## config.mk

```make
export PLATFORM = sky130hd
export DESIGN_NAME = decoder_seq
export DESIGN_NICKNAME = d
export VERILOG_FILES = /design/src/rtl/decoder_seq_pkg.sv /design/src/rtl/decoder_seq_timer.sv /design/src/rtl/decoder_seq.sv
export SDC_FILE = /design/constraint.sdc
export NUM_CORES = 1
export LEC_CHECK = 0
export CORE_MARGIN = 4
export CORE_UTILIZATION = 40
export CTS_CLUSTER_SIZE = 16
export DETAILED_ROUTE_END_ITERATION = 10
export GPL_ROUTABILITY_DRIVEN = 0
export PLACE_DENSITY = 0.73
export SYNTH_ARGS = -nofsm -noshare
export SYNTH_HDL_FRONTEND = slang
export SYNTH_SLANG_ARGS = --single-unit
```

## constraint.sdc

```tcl
create_clock -name clk -period 2 [get_ports clk]
set_input_delay 0.6 -clock clk [delete_from_list [all_inputs] [get_ports clk]]
set_output_delay 0.6 -clock clk [all_outputs]
set_load 0.01 [all_outputs]
```

## src/rtl/decoder_seq_pkg.sv

```systemverilog
// rtl/decoder_seq_pkg.sv - shared state encoding and decode/parity helpers for decoder_seq
package decoder_seq_pkg;

    typedef enum logic [1:0] {
        IDLE  = 2'd0,
        LEVEL = 2'd1,
        PULSE = 2'd2
    } state_t;

    // Helpers work at the widest supported select; callers cast down to their own width.
    localparam int MAX_SEL_W = 8;

    function automatic logic [2**MAX_SEL_W-1:0] onehot(input logic [MAX_SEL_W-1:0] code);
        logic [2**MAX_SEL_W-1:0] r;
        r       = '0;
        r[code] = 1'b1;
        return r;
    endfunction

    function automatic logic even_par(input logic [MAX_SEL_W-1:0] v);
        return ^v;
    endfunction

endpackage

```

## src/rtl/decoder_seq_timer.sv

```systemverilog
// rtl/decoder_seq_timer.sv - loadable down-counter that times the pulse-mode hold
module decoder_seq_timer #(
    parameter int HOLD_W = 4
) (
    input  logic              clk,
    input  logic              rst,
    input  logic              load,
    input  logic [HOLD_W-1:0] load_val,
    input  logic              tick,
    output logic              zero
);

    logic [HOLD_W-1:0] count_q;

    always_ff @(posedge clk or posedge rst) begin
        if (rst) begin
            count_q <= '0;
        end else if (load) begin
            count_q <= load_val;
        end else if (tick && (count_q != '0)) begin
            count_q <= count_q - 1'b1;
        end
    end

    assign zero = (count_q == '0);

endmodule

```

## src/rtl/decoder_seq.sv

```systemverilog
// rtl/decoder_seq.sv - registered N-to-2^N one-hot decoder with level and timed-pulse modes
// Optional select parity check: DECODER_SEQ_PARITY_EN
module decoder_seq
    import decoder_seq_pkg::*;
#(
    parameter int SEL_W       = 3,
    parameter int HOLD_W      = 4,
    parameter bit ACTIVE_HIGH = 1'b1
) (
    input  logic                clk,
    input  logic                rst,
    input  logic                in_valid,
    output logic                in_ready,
    input  logic [SEL_W-1:0]    sel,
    input  logic                en,
    input  logic                pulse_mode,
    input  logic [HOLD_W-1:0]   hold,
`ifdef DECODER_SEQ_PARITY_EN
    input  logic                sel_par,
    output logic                par_err,
`endif
    output logic [2**SEL_W-1:0] dout,
    output logic                dout_valid,
    output logic                done
);

    localparam int OUT_W = 2**SEL_W;

    state_t             state_q, state_d;
    logic [OUT_W-1:0]   line_q, line_d;
    logic               valid_q, valid_d;
    logic               done_q, done_d;
    logic               accept;
    logic               par_ok;
    logic               tmr_load, tmr_tick, tmr_zero;

    assign in_ready = (state_q != PULSE);
    assign accept   = in_valid && in_ready;

`ifdef DECODER_SEQ_PARITY_EN
    assign par_ok = (sel_par == even_par(MAX_SEL_W'(sel)));

    always_ff @(posedge clk or posedge rst) begin
        if (rst) begin
            par_err <= 1'b0;
        end else begin
            par_err <= accept && !par_ok;
        end
    end
`else
    assign par_ok = 1'b1;
`endif

    decoder_seq_timer #(
        .HOLD_W (HOLD_W)
    ) u_timer (
        .clk      (clk),
        .rst      (rst),
        .load     (tmr_load),
        .load_val (hold),
        .tick     (tmr_tick),
        .zero     (tmr_zero)
    );

    always_ff @(posedge clk or posedge rst) begin
        if (rst) begin
            state_q <= IDLE;
            line_q  <= '0;
            valid_q <= 1'b0;
            done_q  <= 1'b0;
        end else begin
            state_q <= state_d;
            line_q  <= line_d;
            valid_q <= valid_d;
            done_q  <= done_d;
        end
    end

    always_comb begin
        state_d  = state_q;
        line_d   = line_q;
        valid_d  = valid_q;
        done_d   = 1'b0;
        tmr_load = 1'b0;
        tmr_tick = 1'b0;
        case (state_q)
            PULSE: begin
                if (tmr_zero) begin
                    state_d = IDLE;
                    line_d  = '0;
                    valid_d = 1'b0;
                    done_d  = 1'b1;
                end else begin
                    tmr_tick = 1'b1;
                end
            end
            default: begin
                // A new code overwrites the whole bus in one edge, so no two-hot cycle exists.
                if (accept && par_ok) begin
                    if (!en) begin
                        state_d = IDLE;
                        line_d  = '0;
                        valid_d = 1'b0;
                    end else begin
                        state_d  = pulse_mode ? PULSE : LEVEL;
                        line_d   = OUT_W'(onehot(MAX_SEL_W'(sel)));
                        valid_d  = 1'b1;
                        tmr_load = pulse_mode;
                    end
                end
            end
        endcase
    end

    assign dout       = ACTIVE_HIGH ? line_q : ~line_q;
    assign dout_valid = valid_q;
    assign done       = done_q;

endmodule

```

After elaboration in Yosys (flattened, before gate mapping)
Index checks and enable logic that the tools add are counted.

cells by class
  add/sub/neg operators = 1
  magnitude comparators = 2
  eq/ne operators = 3
  muxes and demuxes = 24
  reduce and logical (&&, ||, !) cells = 8

operators by type and width
  operator             count
  $mux 8               4
  $mux 1               12
  $mux 2               5
  $lt 3x9->1 const B   1
  $mux 4               2
  $logic_not 4->1      1
  $ne 2x2->1 const B   2
  $reduce_bool 2->1    2
  $reduce_bool 4->1    1
  $sub 4x1->4 const B  1
  $demux 1 s3          1
  $ge 3x1->1 const B   1
  $logic_and 1x1->1    3
  $eq 2x2->1 const B   1
  $reduce_and 2->1     1

word-level totals
  register bits after elaboration = 16
  word-level logic and storage cells = 43

Longest topological paths before layout
Gate-level depths: netlist of the first run.

  depth in word-level cells = 7
  gate-level depth with buffers = 6
  mapped depth without buffers = 6

Hierarchy
From an unflattened synthesis of the first run, not the netlist that was laid out.

unflattened totals
  cells, all modules = 70
  area, all modules = 793.3 µm²

modules (own cells, without submodules)
  module             instances  cells each  area each (µm²)  sequential area each (µm²)
  decoder_seq        1          42          531.8            300.3
  decoder_seq_timer  1          28          261.5            100.1

Worst setup path before layout of the first run
No wires, ideal clock.

  path kind = reg-to-reg
  start point = reg u_timer.count_q[0]
  end point = reg state_q[1]
  arrival = 1.399 ns
  required time = 1.881 ns
  path slack = 0.483 ns
  stages on the path, launching flop included = 6
  buffers on the path = 0
  cells stage by stage = dfrtp_1 -> inv_1 -> ha_1 -> nor3b_1 -> mux2i_2 -> a21o_2

on the way
  word-level cells in the longest chain between the ends = 3

RTL lines
  what                               RTL line                 RTL
  start: declaration                 decoder_seq_timer.sv:13  logic [HOLD_W-1:0] count_q;
  start signal: assignment           decoder_seq_timer.sv:19  count_q <= load_val;
  start signal: assignment           decoder_seq_timer.sv:21  count_q <= count_q - 1'b1;
  $logic_not 4->1                    decoder_seq_timer.sv:25  assign zero = (count_q == '0);
  $ne 2x2->1 (no source line)        -
  $reduce_and 2->1 (no source line)  -
  end signal: assignment             decoder_seq.sv:72        state_q <= state_d;
  end: declaration                   decoder_seq.sv:29        state_t state_q, state_d;

Every way passes these cells.
A chain may end at the register's enable or synchronous reset.

Worst setup path after layout of the first run
  start point = reg state_q[1]
  end point = out in_ready

on the way
  word-level cells in the longest chain between the ends = 1

RTL lines
  what              RTL line           RTL
  $ne 2x2->1        decoder_seq.sv:37  assign in_ready = (state_q != PULSE);
  end: declaration  decoder_seq.sv:13  output logic in_ready,

Every way passes these cells.

==> results of run 1 <==
[sequential cells by signal, indices dropped and copies added, names as in the netlist]
signal,flops
done,1
dout,8
dout_valid,1
state_q,2
u_timer.count_q,4
[power groups by stage]
stage | Combinational [mW] | Sequential, mW | Clock [mW]
floorplan | 0.177 | 0.443 | 0
global placement | 0.274 | 0.445 | 0
detailed placement | 0.281 | 0.445 | 0
CTS | 0.280 | 0.440 | 0.167
global route | 0.305 | 0.446 | 0.185
finish | 0.277 | 0.441 | 0.157
[critical path, stage by stage (launching register included)]
cell                            delay [ps]
sky130_fd_sc_hd__dfrtp_1               380
sky130_fd_sc_hd__nor2b_4               240
sky130_fd_sc_hd__inv_4                  80
sky130_fd_sc_hd__dlygate4sd2_1         290
[worst min-delay path by stage]
stage	start	endpoint	cells past startpoint
after floorplan	state_q[1]	state_q[1]	1
after global placement	dout[3]	dout[3]	2
after detailed placement	dout_valid	dout_valid	2
after CTS	dout_valid	dout_valid	2
after global routing	dout_valid	dout_valid	2
final	dout_valid	dout_valid	2
[placed cells by master (no fill, tap or decap), types with 2 or more instances in the layout]
| cell | n |
|---|---|
| sky130_fd_sc_hd__dfrtp_1 | 16 |
| sky130_fd_sc_hd__nand2_1 | 13 |
| sky130_fd_sc_hd__inv_1 | 6 |
| sky130_fd_sc_hd__a21oi_1 | 3 |
| sky130_fd_sc_hd__o31ai_1 | 3 |
| sky130_fd_sc_hd__clkbuf_4 | 3 |
| sky130_fd_sc_hd__xnor2_1 | 2 |
| sky130_fd_sc_hd__clkdlybuf4s50_1 | 21 |
| sky130_fd_sc_hd__buf_4 | 2 |
| sky130_fd_sc_hd__nor2_1 | 3 |
| sky130_fd_sc_hd__a32o_1 | 4 |
[kinds of logic after synthesis]
logic type | after synthesis | synth area share [%]
AND/OR/NAND/NOR | 25 | 19.84
AO/OA/AOI/OAI | 16 | 16.69
flip-flops | 16 | 52.89
buffers and inverters | 8 | 4.794
XOR/XNOR | 2 | 2.314
multiplexers | 1 | 1.818
adder cells (fa/ha/maj) | 1 | 1.653
[routing by layer]
metal / global-route usage (%) / up-vias / part of all wire [%]
met4: 5.240 / 0 / 1.0
met5: 0 / - / 0
met2: 22.46 / 11 / 51
li1: - / 296 / -
met3: 4.298 / 2 / 2.7
met1: 14.55 / 287 / 45
[per-stage QoR]
| step | cell area (um^2) | total power, mW | hold slack (ps) |
|---|---|---|---|
| final | 1037 | 0.8746 | 487.6 |
| after global routing | 1037 | 0.9367 | 508.2 |
| after CTS | 1037 | 0.8869 | 493.9 |
| after detailed placement | 1016 | 0.7260 | 473.2 |
| after global placement | 1016 | 0.7191 | 464.5 |
| after floorplan | 757.0 | 0.6206 | 479.9 |
[area by class of cell]
type                       count  area (um^2)  area share, %
timing repair buffer          24        234.0          22.56
clock buffer                   3        22.52          2.171
sequential                    16        400.4          38.60
tap                           25        31.28          3.016
inverter                       7        28.78          2.774
multi-input combinational     45        320.3          30.88
==> reports/qor.yml, run 1 <==
power.share.switching_pct: 31.63
internal-power_uw: 598.0
grt_pass1_wl_um: 2525
maxCapViolations: 0
mappedNetlistNets: 82
timing.final.max_slew_violations: 0
synth.largest_area_cell: "sky130_fd_sc_hd__dfrtp_1"
layout.core_utilization_pct: 58.79
cts_sinks: 16
count_of_synthesis_stage_warnings_from_yosys: 0
core.rowCount: 15
port_buffers: 22
numCtsBuffers: 3
synth_cells: 69
cts_hold_buf: 0
worstPathArrival_ps: 1260
worstRegToRegCells: 6
combinationalPowerShare_pct: 31.6
reg2reg_start: "u_timer.count_q[0]"
syn_avg_cell_area_um2: 10.97
achievable_freq_ghz: 0.5383
initialDrtViolationCount: 11
ff_to_ff_end: "state_q[1]"
grt_start_max_net_pins: 17
critPathLaunch: "state_q[1]"
share_clk_of_total_power_pct: 18.0
hpwl_um: 1204
grt_pass1_vias: 583
clock-skew-final_ps: 1.805
clock_tree.buffer_depth: 2
detailedPlace.worstSlack_ps: 149.3
worst_skew_pair.late_latency_ps: 270
synth_flop_cell: "sky130_fd_sc_hd__dfrtp_1"
synth-async-reset-ratio_pct: 100.0
route.vias.total: 596
critPathRequiredTime_ps: 1400
layout-area-overhead-vs-synth_pct: 37.02
final_setup_tns_ps: 0
worstSetupPathType: "register to output port"
globalRouteOverflowTotal: 0
num-fill-cells: 177
design.portCount: 23
proportion_of_layout_cells_with_a_drive_suffix_above_1_pct: 12.63
run_status: "finished, final reports clean"
p_leak_nw: 0.4533
final_min_period_over_clock_period_pct: 92.89
synthMostInstantiatedCell: "sky130_fd_sc_hd__dfrtp_1"
netlist.area_leader.share_pct: 52.89
grt_util_all_layers_pct: 12.97
ant_nets: 0
crit_path_launch_type: "register"
power_frac_seq_pct: 50.4
worst_slew_pin_slew_ps: 597.7
route.detailed.drc: 0
route.detailed.wl_per_inst_um: 12.93
regToRegSetupSlack_ps: 310
layout_min_cycle_time_ps: 1858
timing.hold.worst.class: "register to register"
cts_setup_buffers: 0
grt_antenna_before_repair: 0
clock-root-buffer: "sky130_fd_sc_hd__clkbuf_4"
mappedNetlistArea_um2: 757.0
floorplan.initialDensity_pct: 42.91
dieHeight_um: 51.50
tritoncts: "done"
capturing_element_of_the_worst_setup_path: "in_ready"
power.density_cell_area_nw_per_um2: 843.2
synth.top_cells.by_area: "sky130_fd_sc_hd__dfrtp_1, sky130_fd_sc_hd__nand2_1, sky130_fd_sc_hd__a32o_1, sky130_fd_sc_hd__inv_1, sky130_fd_sc_hd__o31ai_1"
post-place-cells: 117
count_of_endpoints_failing_setup_in_the_final_report: 0
insertedDiodeCount: 0
clk_transition_reported_paths_ps: 80
placeableCoreArea_um2: 1764
switching_power_uw: 276.6
detail_routed_via_count_per_cell: 4.967
dieArea_um2: 2652
hold_viol_final: 0
instances_no_fill: 120
ffs_latches_synth: 16
cts_max_level: 1
timing.critical_path.fanout_max: 6
setup_repair_after_global_routing_missed_its_margin: "false"
max-vdd-ir-drop_uv: 411.8
die_width_um: 51.50
dr.pass1.iters: 4
max_slew_margin_pct: 60.11
yosysSeqAreaShare_pct: 52.89
routed_wirelength_um: 1552
finalWorstSetupSlack_ps: 142.2
synth_commonest_cells: "sky130_fd_sc_hd__dfrtp_1, sky130_fd_sc_hd__nand2_1, sky130_fd_sc_hd__inv_1"
final_net_count: 110
post_cts_resize_count: 1
synth_cell_types: 27
number_of_enable_type_register_cells_in_the_synthesized_netlist: 0
end_kind: "output port"
Note: power is estimated with default switching activity, not from simulation.
==> run 2, diff against run 1 <==
--- a/config.mk
+++ b/config.mk
@@ -5,12 +5,14 @@
 export SDC_FILE = /design/constraint.sdc
 export NUM_CORES = 1
 export LEC_CHECK = 0
+export ABC_AREA = 1
+export CORE_ASPECT_RATIO = 1.5
 export CORE_MARGIN = 4
 export CORE_UTILIZATION = 40
 export CTS_CLUSTER_SIZE = 16
 export DETAILED_ROUTE_END_ITERATION = 10
 export GPL_ROUTABILITY_DRIVEN = 0
-export PLACE_DENSITY = 0.73
+export PLACE_DENSITY = 0.71
 export SYNTH_ARGS = -nofsm -noshare
 export SYNTH_HDL_FRONTEND = slang
 export SYNTH_SLANG_ARGS = --single-unit
==> constraint.sdc (replaced) <==
create_clock -name clk -period 2 [get_ports clk]
set_input_delay 0.6 -clock clk [delete_from_list [all_inputs] [get_ports clk]]
set_output_delay 0.6 -clock clk [all_outputs]
set_load 0.1 [all_outputs]
==> run 2 against run 1 <==
Effect of this change:
- count of clock-buffer cells in the layout unchanged
- worst setup slack better by 210 ps
- power up 26%
- global-route usage up 1.4 points
- synthesized cell count up 45%
- final cell count up 22%
- die area up 12%
- final area up 18%
- register-to-register slack better by 370 ps
- critical path type unchanged
- critical endpoint unchanged
- largest power group is now combinational cells
==> reports/qor.yml, run 2 <==
cts_hold_buf: 0  # unchanged
combinationalPowerShare_pct: 45.5  # +14 points
share_clk_of_total_power_pct: 15.0  # -3.0 points
port_buffers: 22  # unchanged
max-vdd-ir-drop_uv: 573.0  # +39%
timing.critical_path.fanout_max: 4  # -2
switching_power_uw: 465.0  # +68%
clk_transition_reported_paths_ps: 90  # about the same
run_status: "finished, final reports clean"
mappedNetlistArea_um2: 863.3  # +14%
insertedDiodeCount: 0  # unchanged
setup_repair_after_global_routing_missed_its_margin: "false"
globalRouteOverflowTotal: 0  # unchanged
tritoncts: "done"
power.density_cell_area_nw_per_um2: 895.6  # +6.2%
grt_antenna_before_repair: 0  # unchanged
route.detailed.drc: 0  # unchanged
floorplan.initialDensity_pct: 42.07  # -0.83 points
internal-power_uw: 635.3  # +6.2%
clock-skew-final_ps: 0.8227  # -0.9822 ps
design.portCount: 23  # unchanged
crit_path_launch_type: "register"
fin_hold_ws_ps: 520.5  # +32.86 ps
timing.final.max_slew_violations: 0  # unchanged
final_net_count: 139  # +26%
placeableCoreArea_um2: 2052  # +16%
final-seq-area_um2: 400.4  # unchanged
ant_nets: 0  # unchanged
synth.largest_area_cell: "sky130_fd_sc_hd__dfrtp_1"
largest_reg_flops: 8  # unchanged
hpwl_um: 1528  # +27%
clock_tree.buffer_depth: 2  # unchanged
detail_routed_via_count_per_cell: 5.288  # +6.5%
dieHeight_um: 64.90  # +26%
layout-area-overhead-vs-synth_pct: 42.32
maxCapViolations: 0  # unchanged
mappedNetlistNets: 113  # +38%
cts_sinks: 16  # unchanged
post_cts_resize_count: 0  # -1
synth_cell_types: 20  # -26%
power.share.switching_pct: 42.26  # +11 points
syn_avg_cell_area_um2: 8.633  # -21%
worst_skew_pair.late_latency_ps: 280  # about the same
proportion_of_layout_cells_with_a_drive_suffix_above_1_pct: 21.77  # +9.1 points
count_of_synthesis_stage_warnings_from_yosys: 0  # unchanged
die_width_um: 45.93  # -11%
power_frac_seq_pct: 39.5  # -11 points
achievable_freq_ghz: 0.6058  # +13%
route.detailed.wl_per_inst_um: 12.84  # -0.76%
ffs_latches_synth: 16  # unchanged
yosysSeqAreaShare_pct: 46.38  # -6.5 points
synth_commonest_cells: "sky130_fd_sc_hd__nand2_1, sky130_fd_sc_hd__nand3_1, sky130_fd_sc_hd__dfrtp_1"
critPathRequiredTime_ps: 1400  # about the same
multi_input_comb_area_um2: 384.1  # +20%
synth_flop_cell: "sky130_fd_sc_hd__dfrtp_1"
count_of_endpoints_failing_setup_in_the_final_report: 0  # unchanged
core.rowCount: 20  # +5
initialDrtViolationCount: 19  # +8
synth-async-reset-ratio_pct: 100.0  # unchanged
grt_start_max_net_pins: 17  # unchanged
layout_min_cycle_time_ps: 1651  # -207.1 ps
worstSetupPathType: "register to output port"
final_min_period_over_clock_period_pct: 82.54  # -10 points
routed_wirelength_um: 1874  # +21%
synth.top_cells.by_area: "sky130_fd_sc_hd__dfrtp_1, sky130_fd_sc_hd__nand3_1, sky130_fd_sc_hd__nand2_1, sky130_fd_sc_hd__inv_1, sky130_fd_sc_hd__nand4_1"
hold_viol_final: 0  # unchanged
num-fill-cells: 179  # +1.1%
dr.pass1.iters: 4  # unchanged
netlist.area_leader.share_pct: 46.38  # -6.5 points
max_slew_margin_pct: 84.02  # +24 points
final_setup_tns_ps: 0  # unchanged
numCtsBuffers: 3  # unchanged
number_of_enable_type_register_cells_in_the_synthesized_netlist: 0  # unchanged
p_leak_nw: 0.6148  # +36%
post-route-cell-area_um2: 1229  # +18%
cts_setup_buffers: 0  # unchanged
worstPathArrival_ps: 1050  # -210 ps
worst_slew_pin_slew_ps: 239.4  # -358.3 ps
dpl-instance-area_um2: 1206  # +19%
dieArea_um2: 2981  # +12%
timing.hold.worst.class: "register to register"
layout_common_cells: "sky130_fd_sc_hd__nand3_1, sky130_fd_sc_hd__nand2_1, sky130_fd_sc_hd__dfrtp_1, sky130_fd_sc_hd__inv_1"
grt_pass1_wl_um: 3208  # +27%
clock-root-buffer: "sky130_fd_sc_hd__clkbuf_4"
grt_pass1_vias: 788  # +35%
synth_cells: 100  # +45%
route.vias.total: 772  # +30%
cts_max_level: 1  # unchanged
end_kind: "output port"
finalPower_mw: 1.100  # +26%
grt_util_all_layers_pct: 14.34  # +1.4 points
[run 2: cell count changes after synthesis, moves of 4 or more]
| cell | previous run | this run |
|---|---|---|
| sky130_fd_sc_hd__a32o_1 | 4 | 0 |
| sky130_fd_sc_hd__nand3_1 | 1 | 20 |
| sky130_fd_sc_hd__nand2_1 | 13 | 20 |
| sky130_fd_sc_hd__nand4_1 | 0 | 6 |
| sky130_fd_sc_hd__inv_1 | 6 | 12 |
[run 2: critical path: stages, from the launching register on]
cell	delay (ps)
sky130_fd_sc_hd__dfrtp_1	430
sky130_fd_sc_hd__inv_2	90
sky130_fd_sc_hd__nand2_4	80
sky130_fd_sc_hd__buf_12	170
[run 2: logic make-up (layout without fill, tap and decap cells)]
group,count (synthesis),count (layout),synth area share [%]
AO/OA/AOI/OAI,5,5,3.913
XOR/XNOR,1,1,1.015
adder cells (fa/ha/maj),1,1,1.449
buffers and inverters,17,41,9.130
flip-flops,16,16,46.38
AND/OR/NAND/NOR,60,60,38.12
[run 2: power by group through the flow]
stage	clock network (mW)	logic, mW	registers (mW)
2_1_floorplan	0	0.257	0.527
3_3_place_gp	0	0.490	0.438
3_5_place_dp	0	0.503	0.441
4_1_cts	0.170	0.505	0.435
5_1_grt	0.184	0.548	0.441
6_report	0.165	0.501	0.434
[run 2: area by class of cell]
cell class,instances,area share [%]
repair buffers,23,27.49
multi-input cells,67,31.26
inverters,15,4.582
clock buffers,3,1.833
flip-flops and latches,16,32.59
well taps,22,2.240
[run 2: stage by stage]
stage | utilization (%) | setup slack (ps) | cells
floorplan | - | 489.4 | 100
global placement | 58.78 | 124.2 | 143
detailed placement | 58.78 | 111.0 | 143
CTS | 59.88 | 337.8 | 146
global route | 59.88 | 317.9 | 146
finish | 59.88 | 349.3 | 146
[run 2: worst paths after layout]
path,start,to,slack (ps),cells past startpoint
hold / removal,u_timer.count_q[0],u_timer.count_q[0],520,2
setup reg to reg,u_timer.count_q[0],dout[5],680,6
max in group asynchronous,rst,u_timer.count_q[0],1210,3
min in group asynchronous,rst,dout[7],620,3
hold reg to reg,u_timer.count_q[0],u_timer.count_q[0],520,2
setup / recovery,state_q[0],in_ready,350,3
[run 2: layer usage]
layer | part of all wire (%) | GRT usage [%] | vias up
met5 | 0 | 0 | -
met4 | 1.1 | 4.626 | 0
met3 | 6.5 | 2.500 | 3
met2 | 55 | 26.21 | 24
met1 | 37 | 15.67 | 364
li1 | - | - | 381
==> run 3, diff against run 2 <==
==> constraint.sdc (replaced) <==
create_clock -name clk -period 1.65 [get_ports clk]
set_input_delay 0.495 -clock clk [delete_from_list [all_inputs] [get_ports clk]]
set_output_delay 0.495 -clock clk [all_outputs]
set_load 0.1 [all_outputs]
==> run 3 against run 2 <==
Effect of this change:
- combinational power is 23% higher
- non-clock buffer count rose by 4
- critical endpoint unchanged
- via count up 2.2%
==> reports/qor.yml, run 3 (synthesis results as in run 2) <==
grt_antenna_before_repair: 0  # unchanged
crit_path_launch_type: "register"
ff_to_ff_end: "dout[5]"
max_slew_margin_pct: 84.07  # about the same
hpwl_um: 1490  # -2.5%
power.density_cell_area_nw_per_um2: 1099  # +23%
dpl-instance-area_um2: 1236  # +2.5%
route.vias.total: 789  # +2.2%
timing.final.max_slew_violations: 0  # unchanged
layout_common_cells: "sky130_fd_sc_hd__nand3_1, sky130_fd_sc_hd__nand2_1, sky130_fd_sc_hd__dfrtp_1, sky130_fd_sc_hd__inv_1"
tritoncts: "done"
layout_min_cycle_time_ps: 1551
ant_nets: 0  # unchanged
dr.pass1.iters: 4  # unchanged
layout-area-overhead-vs-synth_pct: 47.39
port_buffers: 22  # unchanged
proportion_of_layout_cells_with_a_drive_suffix_above_1_pct: 24.81  # +3.0 points
grt_pass1_vias: 807  # +2.4%
cts_setup_buffers: 0  # unchanged
die_width_um: 45.93  # unchanged
cts_hold_buf: 0  # unchanged
worstPathArrival_ps: 1060  # about the same
worst_skew_pair.late_latency_ps: 290  # about the same
setup_repair_after_global_routing_missed_its_margin: "false"
achievable_freq_ghz: 0.6447
max-vdd-ir-drop_uv: 624.1  # +8.9%
reg2reg_start: "u_timer.count_q[0]"
dieArea_um2: 2981  # unchanged
clock-skew-final_ps: 4.556  # +3.733 ps
p_leak_nw: 0.6413  # +4.3%
dieHeight_um: 64.90  # unchanged
globalRouteOverflowTotal: 0  # unchanged
initialDrtViolationCount: 12  # -7
count_of_endpoints_failing_setup_in_the_final_report: 0  # unchanged
timing.hold.worst.class: "input port to asynchronous set/reset pin"
insertedDiodeCount: 0  # unchanged
detail_routed_via_count_per_cell: 5.225  # -1.2%
clk_transition_reported_paths_ps: 90  # about the same
run_status: "finished, final reports clean"
worst_slew_pin_slew_ps: 238.6  # -0.7799 ps
grt_start_max_net_pins: 17  # unchanged
numCtsBuffers: 3  # unchanged
floorplan.initialDensity_pct: 42.07  # unchanged
capturing_element_of_the_worst_setup_path: "in_ready"
clock_tree.buffer_depth: 2  # unchanged
critPathLaunch: "state_q[0]"
finalWorstSetupSlack_ps: 99.00  # -250.3 ps
routed_wirelength_um: 1891  # +0.91%
worstSetupPathType: "register to output port"
post_cts_resize_count: 0  # unchanged
hold_viol_final: 0  # unchanged
final_min_period_over_clock_period_pct: 94.00
clock-root-buffer: "sky130_fd_sc_hd__clkbuf_4"
cts_max_level: 1  # unchanged
cts_sinks: 16  # unchanged
design.portCount: 23  # unchanged
route.detailed.drc: 0  # unchanged
grt_pass1_wl_um: 3477  # +8.4%
route.detailed.wl_per_inst_um: 12.52  # -2.4%
maxCapViolations: 0  # unchanged
largest_reg_flops: 8  # unchanged
final_net_count: 143  # +2.9%
end_kind: "output port"
timing.critical_path.fanout_max: 4  # unchanged
critPathRequiredTime_ps: 1150  # -250 ps
grt_util_all_layers_pct: 15.56  # +1.2 points
placeableCoreArea_um2: 2052  # unchanged
worstRegToRegCells: 6  # unchanged
core.rowCount: 20  # unchanged
post-route-cell-area_um2: 1272  # +3.6%
regToRegSetupSlack_ps: 310  # -370 ps
final_setup_tns_ps: 0  # unchanged
detailedPlace.worstSlack_ps: -15.10  # -126.1 ps
[run 3: cell types whose count changed in the layout (fill, tap and decap cells not counted), sizes merged]
cell | before | now
clkbuf | 3 | 4
buf | 12 | 16
[run 3: layout make-up]
type                       instances  area, um^2
fill                             179       779.5
sequential                        16       400.4
multi-input combinational         67       384.1
timing repair buffer              27       367.9
inverter                          15       56.30
clock buffer                       4       36.28
tap                               22       27.53
[run 3: per-stage QoR]
stage          hold slack (ps)  power (mW)  utilization, %  std cells
6_report                 497.9       1.398           62.01        151
5_1_grt                  527.6       1.511           62.01        151
4_1_cts                  504.2       1.410           62.01        151
3_5_place_dp             498.7       1.148           60.24        147
3_3_place_gp             495.5       1.132           60.24        147
2_1_floorplan            408.7      0.9503               -        100
[run 3: worst min path at each step]
stage	depth (start not counted)	slack (ps)	to
2_1_floorplan	1	410	done
3_3_place_gp	2	500	u_timer.count_q[0]
3_5_place_dp	2	500	u_timer.count_q[0]
4_1_cts	3	500	u_timer.count_q[1]
5_1_grt	3	530	u_timer.count_q[3]
6_report	3	500	dout[5]
[run 3: worst max-delay path: stages, from the launching register on]
cell                      delay, ps
sky130_fd_sc_hd__dfrtp_1        420
sky130_fd_sc_hd__inv_2           90
sky130_fd_sc_hd__nand2_4         80
sky130_fd_sc_hd__buf_12         170
[run 3: power breakdown]
| part | total, mW | internal (mW) | switching (mW) |
|---|---|---|---|
| Sequential | 0.527 | 0.462 | 0.0642 |
| Combinational | 0.615 | 0.232 | 0.382 |
| Clock | 0.257 | 0.135 | 0.123 |
[run 3: routing by layer]
metal	routed length, um	GRT usage, %
met5	0	0
met4	25	4.626
met3	109	4.167
met2	949	25.34
met1	807	19.41
